--- config.mk ---
export PLATFORM = sky130hd
export DESIGN_NAME = cache_port_arbiter
export DESIGN_NICKNAME = d
export VERILOG_FILES = /design/src/rtl/cache_port_arbiter.sv
export SDC_FILE = /design/constraint.sdc
export NUM_CORES = 1
export LEC_CHECK = 0
export ABC_AREA = 1
export BUFFER_PORTS_ARGS = -buffer_cell sky130_fd_sc_hd__clkbuf_2
export CAP_MARGIN = 15
export CORE_ASPECT_RATIO = 0.5
export CORE_MARGIN = 4
export CORE_UTILIZATION = 44
export CTS_CLUSTER_SIZE = 8
export DETAILED_ROUTE_END_ITERATION = 10
export PLACE_DENSITY_LB_ADDON = 0.12
export SYNTH_ARGS = -nofsm -noshare
export SYNTH_HDL_FRONTEND = slang
export SYNTH_SLANG_ARGS = --single-unit
--- constraint.sdc ---
create_clock -name phi -period 1.4 [get_ports phi]
set_input_delay 0.07 -clock phi [delete_from_list [all_inputs] [get_ports phi]]
set_output_delay 0.07 -clock phi [all_outputs]
set_load 0.02 [all_outputs]
--- src/rtl/cache_port_arbiter.sv ---
// cache_port_arbiter
//   Shares one cache port between the instruction-fetch (I) and load/store (D)
//   requesters. Round-robin arbitration, the winning request is latched and held
//   on the cache port until the cache answers, and read data returns to the
//   owner as a one-cycle valid pulse. A watchdog aborts transactions the cache
//   never answers and flags them in a sticky error bit.
//
// Ports
//   phi, reset_in                  clock, synchronous active-high reset
//   i_req/i_addr                   I request (held until i_valid)
//   i_valid/i_rdata                I completion pulse and read data
//   d_req/d_we/d_addr/d_wdata      D request (held until d_valid)
//   d_valid/d_rdata                D completion pulse, read data (0 on writes)
//   c_req/c_we/c_addr/c_wdata      latched cache request
//   c_valid/c_rdata                cache completion, qualified in BUSY only
//   err/err_src                    sticky abort flag, requester of last abort
module cache_port_arbiter #(
  parameter int AW      = 32,
  parameter int DW      = 32,
  parameter int TIMEOUT = 255
) (
  input  logic          phi,
  input  logic          reset_in,
  input  logic          i_req,
  input  logic [AW-1:0] i_addr,
  output logic          i_valid,
  output logic [DW-1:0] i_rdata,
  input  logic          d_req,
  input  logic          d_we,
  input  logic [AW-1:0] d_addr,
  input  logic [DW-1:0] d_wdata,
  output logic          d_valid,
  output logic [DW-1:0] d_rdata,
  output logic          c_req,
  output logic          c_we,
  output logic [AW-1:0] c_addr,
  output logic [DW-1:0] c_wdata,
  input  logic          c_valid,
  input  logic [DW-1:0] c_rdata,
  output logic          err,
  output logic          err_src
);

  // Watchdog keeps at least one bit so a disabled watchdog still elaborates.
  localparam int WDW = (TIMEOUT > 0) ? $clog2(TIMEOUT + 1) : 1;
  localparam logic [WDW-1:0] WD_LAST = WDW'((TIMEOUT > 0) ? TIMEOUT - 1 : 0);
  localparam bit WD_EN = (TIMEOUT > 0);

  typedef enum logic {IDLE, BUSY} state_t;

  // Requester encoding for owner/last/err_src: 0 = I, 1 = D.
  state_t          state_q;
  logic            owner_q, last_q;
  logic [WDW-1:0]  wd_q;
  logic            c_req_q, c_we_q;
  logic [AW-1:0]   c_addr_q;
  logic [DW-1:0]   c_wdata_q;
  logic            i_valid_q, d_valid_q;
  logic [DW-1:0]   i_rdata_q, d_rdata_q;
  logic            err_q, err_src_q;

  // A requester whose valid is high this cycle is still holding req from the
  // finished transaction, so it sits out one arbitration round.
  logic i_elig, d_elig, gnt_d;
  always_comb begin
    i_elig = i_req & ~i_valid_q;
    d_elig = d_req & ~d_valid_q;
    gnt_d  = (i_elig & d_elig) ? ~last_q : d_elig;
  end

  always_ff @(posedge phi) begin
    if (reset_in) begin
      state_q   <= IDLE;
      owner_q   <= 1'b0;
      last_q    <= 1'b0;
      wd_q      <= '0;
      c_req_q   <= 1'b0;
      c_we_q    <= 1'b0;
      c_addr_q  <= '0;
      c_wdata_q <= '0;
      i_valid_q <= 1'b0;
      d_valid_q <= 1'b0;
      i_rdata_q <= '0;
      d_rdata_q <= '0;
      err_q     <= 1'b0;
      err_src_q <= 1'b0;
    end else begin
      i_valid_q <= 1'b0;
      d_valid_q <= 1'b0;
      case (state_q)
        IDLE: begin
          if (i_elig | d_elig) begin
            state_q   <= BUSY;
            owner_q   <= gnt_d;
            last_q    <= gnt_d;
            wd_q      <= '0;
            c_req_q   <= 1'b1;
            c_we_q    <= gnt_d ? d_we : 1'b0;
            c_addr_q  <= gnt_d ? d_addr : i_addr;
            c_wdata_q <= gnt_d ? d_wdata : '0;
          end else begin
            c_req_q <= 1'b0;
          end
        end
        BUSY: begin
          // A cache answer wins over a watchdog expiry on the same edge.
          if (c_valid) begin
            state_q <= IDLE;
            c_req_q <= 1'b0;
            if (owner_q) begin
              d_valid_q <= 1'b1;
              d_rdata_q <= c_we_q ? '0 : c_rdata;
            end else begin
              i_valid_q <= 1'b1;
              i_rdata_q <= c_rdata;
            end
          end else if (WD_EN && wd_q == WD_LAST) begin
            state_q   <= IDLE;
            c_req_q   <= 1'b0;
            err_q     <= 1'b1;
            err_src_q <= owner_q;
            if (owner_q) begin
              d_valid_q <= 1'b1;
              d_rdata_q <= '0;
            end else begin
              i_valid_q <= 1'b1;
              i_rdata_q <= '0;
            end
          end else begin
            wd_q <= wd_q + WDW'(1);
          end
        end
        default: state_q <= IDLE;
      endcase
    end
  end

  assign i_valid = i_valid_q;
  assign i_rdata = i_rdata_q;
  assign d_valid = d_valid_q;
  assign d_rdata = d_rdata_q;
  assign c_req   = c_req_q;
  assign c_we    = c_we_q;
  assign c_addr  = c_addr_q;
  assign c_wdata = c_wdata_q;
  assign err     = err_q;
  assign err_src = err_src_q;

endmodule

# After elaboration in Yosys (flattened, before gate mapping)
# Cells that the tools add are included.
# Widths: inputs -> output; s select.
dict set report word_totals {
  elab_cells 65
  ff_bits 144
  input_bits 134
}
dict set report op_classes {
  mux 30
  n_bitwise 9
  n_reduce_logical 7
  eq_ne 5
  addsub 1
}
# cell n
set op_table {}
lappend op_table {{$mux 32} 11}
lappend op_table {{$mux 8} 3}
lappend op_table {{$pmux 8 s2} 1}
lappend op_table {{$mux 1} 13}
lappend op_table {{$reduce_and 3->1} 4}
lappend op_table {{$add 8x1->8 const B} 1}
lappend op_table {{$eq 8x8->1 const B} 1}
lappend op_table {{$ne 2x2->1 const B} 3}
lappend op_table {{$not 1->1} 5}
lappend op_table {{$pmux 1 s2} 2}
lappend op_table {{$and 1x1->1} 3}
lappend op_table {{$ne 3x2->1 const B} 1}
lappend op_table {{$reduce_and 2->1} 1}
lappend op_table {{$reduce_bool 2->1} 1}
lappend op_table {{$reduce_or 2->1} 1}
lappend op_table {{$or 1x1->1} 1}

# Logic depth before layout (Yosys ltp)
dict set report logic_depth {
  word_depth 5
  depth_mapped 12
  depth_no_buf 10
}

# Least setup slack after synthesis
# OpenSTA, ideal clock, no wires.
dict set report synth_path {
  path_kind {register to register}
  startpoint {register wd_q[0]}
  endpoint {register d_rdata_q[18], in the netlist d_rdata[18]}
  arrival_ps 1393
  setup_ps 113
  stages_incl_launch_ff 12
  setup_slack_ps -107
  synth_period_minus_slack_ps 1507
  n_path_buf 1
  cell_sequence {dfxtp_1 inv_1 ha_1 nand2_1 nor2_1 nand2_1 nand2_1 nand3_1 clkbuf_1 nand2_1 nand2_1 nor2_1}
}
dict set report synth_between {
  elab_chain_len 3
}
# item line_no
set synth_rtl {}
lappend synth_rtl {{start: declaration} 54} ;# logic [WDW-1:0] wd_q;
lappend synth_rtl {{start signal: assignment} 130} ;# wd_q <= wd_q + WDW'(1);
lappend synth_rtl {{$eq 8x8->1} 117} ;# end else if (WD_EN && wd_q == WD_LAST) begin
lappend synth_rtl {{$reduce_bool 2->1 (no source line)} n/a}
lappend synth_rtl {{$reduce_and 3->1 (no source line)} n/a}
lappend synth_rtl {{end signal: assignment} 112} ;# d_rdata_q <= c_we_q ? '0 : c_rdata;
lappend synth_rtl {{end: declaration} 59} ;# logic [DW-1:0] i_rdata_q, d_rdata_q;
# Every way passes these cells.
# A chain may end at the register's enable or synchronous reset.

# Worst setup path after layout
dict set report layout_path {
  startpoint {register wd_q[0]}
  endpoint {register i_rdata_q[2], in the netlist i_rdata[2]}
}
dict set report layout_between {
  elab_chain_len 3
}
# item line_no
set layout_rtl {}
lappend layout_rtl {{$eq 8x8->1} 117}
lappend layout_rtl {{$reduce_bool 2->1 (no source line)} n/a}
lappend layout_rtl {{$reduce_and 3->1 (no source line)} n/a}
lappend layout_rtl {{end signal: assignment} 115} ;# i_rdata_q <= c_rdata;
lappend layout_rtl {{end: declaration} 59}
# Every way passes these cells.

==> results.md <==
- Crit-path max cell delay: 0.32 ns
- Vias in the first global route: 7758
- First-pass GRT wire length: 36.61 mm
- Global-route usage over all layers: 25.83%
- Setup Skew: 0.01916 ns
- Critical setup path kind: register to register
- CP Data Arrival Time: 1.87 ns
- Worst Hold Class: primary input to register
- Met1 usage: 28.87%
- Routed Antenna Nets: 0
- FP Rows: 31
- MaxCap Viol Count: 0
- Synth cell types: 21
- Max Clock Freq: 0.6536 GHz
- Status: finished, violations left
- Most frequent CP cell: nand2_4
- Tmin final: 1.530 ns
- Fill count: 1213
- # H-tree levels: 4
- CTS Buf Count: 17
- Largest net degree at the start of global routing: 73
- Worst reg2reg setup slack: -0.13 ns
- Ratio of cells with drive above 1 in the final layout: 28.92%
- Layout area overhead: 55.96%
- CTS Buffer Depth: 2
- Drt via density: 4.819
- GRT Max-Usage Layer: met2
- DRC violations left: 0
- CP max FO: 14
- Avg Inst Size Synth: 6.272 um2
- Initial antenna violation count: 0
- Setup violations, final: 70
- Final Non-Filler Cells: 1664
- Commonest non-fill, non-tap cell in the layout: nand2_1
- Static Leakage: 5.621 nW
- Clock slew at reported path FFs: 0.07 ns
- Yosys warnings: 0
- Power per cell area: 1109 nW/um2
- Count of final hold-check violations: 0
- Clk Latency, worst-skew pair: 0.42 ns
- Clock sink count: 144
- CTS tree: built
- Via Count: 8019
- Detailed router's first-iteration violation count: 438
- Dpl cells: 1521
- Synthesized instance count: 1079
- Avg WL per Cell: 14.56 um
- Initial Util: 45.92%
- DR pass1 iterations: 7
- Met3 usage: 6.531%
- Slew Viols, Final: 0
- I/O pin cnt: 268
- Final nets: 1590
- Unrepaired setup endpoints after global routing: true
- Period utilization: 109.3%
- Syn Nets: 1215
- Peak supply drop: 0.8106 mV
- Flops & latches, synth: 144
- Die X: 183.4 um
- Worst setup SP type: register
- Crit path max-delay cell type: dfxtp_2
- Overall die area: 17550 um2
- GP Congestion: 0.8525
- Root Buffer: clkbuf_16
- Least-Margin Pin Slew: 0.3685 ns
- Failing checks: negative setup slack
- Pre-CTS setup slack: -0.1753 ns
- Final WS setup: -0.1300 ns
- Final hold slack: 0.02243 ns
- Port Buffers: 267
- Post-DP HPWL: 14.98 mm
- # diodes: 0
- Most frequent cells in the layout: nand2_1 (330), clkbuf_2 (267), inv_1 (162)
- Relative slew slack: 75.44%
- Core footprint: 14740 um2
- Mapped cell area: 6768 um2
- Critical Path RT: 1.74 ns
- CP Cell Sequence: inv_2, ha_4, nand2_4, nor2_4, nand2_2, nand2_4, buf_12, nand3_4, clkbuf_16, nand2_1, inv_1, nor2_1
- Routing usage on met2: 48.26%
- Die height: 95.70 um
- Overflow after GRT: 0
- Wirelength, routed: 24.23 mm
- Sequential share of the synthesized area: 42.60%
- CP endpoint kind: register
==> state kept, by name, indices dropped and copies added, names as in the netlist <==
signal / cells
d_rdata: 32
wd_q: 8
err_src: 1
last_q: 1
state_q: 1
i_rdata: 32
i_valid: 1
c_wdata: 32
err: 1
c_addr: 32
c_we: 1
d_valid: 1
c_req: 1
==> per-layer routing <==
layer  share of wire [%]  up-vias
li1                    -     3999
met2                  51      322
met1                  39     3645
met3                 8.3       53
met4                 2.5        0
met5                   0        -
==> path summary, 6_finish.rpt <==
| path | startpoint | to | cells past startpoint |
|---|---|---|---|
| worst min register to register | err_src | err_src | 2 |
| worst max register to register | wd_q[0] | i_rdata[2] | 12 |
| worst min-delay path | c_rdata[10] | i_rdata[10] | 5 |
| worst max-delay path | wd_q[0] | i_rdata[2] | 12 |
==> worst max-delay path, delay by kind of cell, from the launching register on <==
family	cells	cell delay [ns]
adder cells (fa/ha/maj)	1	0.13
AND/OR/NAND/NOR	7	0.60
buffers and inverters	4	0.43
flip-flops	1	0.32
==> Yosys cell counts <==
cell type / instances / share of area, %
dfxtp_1: 144 / 43
nand3_4: 1 / 0.26
o21a_1: 1 / 0.11
nand4_1: 54 / 5.0
or2_2: 1 / 0.092
buf_1: 18 / 1.0
o21ai_0: 3 / 0.22
nor2_1: 162 / 9.0
nand2_2: 1 / 0.092
buf_6: 4 / 0.67
inv_1: 172 / 9.5
nor3_1: 1 / 0.074
a21oi_1: 43 / 3.2
nand3_1: 64 / 4.7
nor2_2: 1 / 0.092
ha_1: 2 / 0.37
o21bai_1: 1 / 0.11
clkbuf_1: 29 / 1.6
nand2_1: 356 / 20
inv_2: 1 / 0.055
buf_2: 20 / 1.5
==> power breakdown <==
group / switching, W / internal [W]
sequential: 0.000154 / 0.00437
clock: 0.00191 / 0.00257
combinational: 0.00157 / 0.00113
total: 0.00363 / 0.00807
==> metrics by stage <==
stage / cell area [um2] / total power [W] / util [%] / TNS (ns)
after floorplan: 6780 / 0.005930 / - / -2.188
after global placement: 8561 / 0.006750 / 58.08 / -5.036
after detailed placement: 8561 / 0.006793 / 58.08 / -8.120
after CTS: 10170 / 0.01150 / 69.00 / -7.716
after global routing: 10560 / 0.01223 / 71.61 / -13.63
final: 10560 / 0.01170 / 71.61 / -4.379
==> cell type report <==
type,count,area [um2],area share (%)
sequential,144,2889,27.37
timing repair buffer,427,3103,29.40
tap,198,247.7,2.347
multi-input combinational,691,3087,29.24
inverter,173,651.9,6.176
clock buffer,19,452.9,4.291
clock inverter,12,123.9,1.174
==> cells by family (layout without fill, tap and decap cells) <==
| group | count (synthesis) | in the layout | share of synthesized area, % |
|---|---|---|---|
| AO/OA/AOI/OAI | 48 | 48 | 3.624 |
| adder cells (fa/ha/maj) | 2 | 2 | 0.3697 |
| buffers and inverters | 244 | 631 | 14.35 |
| flip-flops | 144 | 144 | 42.60 |
| AND/OR/NAND/NOR | 641 | 641 | 39.06 |
==> what timing repair did <==
item | 4_1_cts | 5_1_grt
setup endpoints to repair | 74 | 109
resized for setup | 10 | 63
setup buffers | 4 | 4
hold buffers | 97 | 0
hold endpoints to repair | 66 | 0
gates cloned | 0 | 8
pin swaps | 4 | 22
No activity file was read; power rests on OpenSTA's default activity.
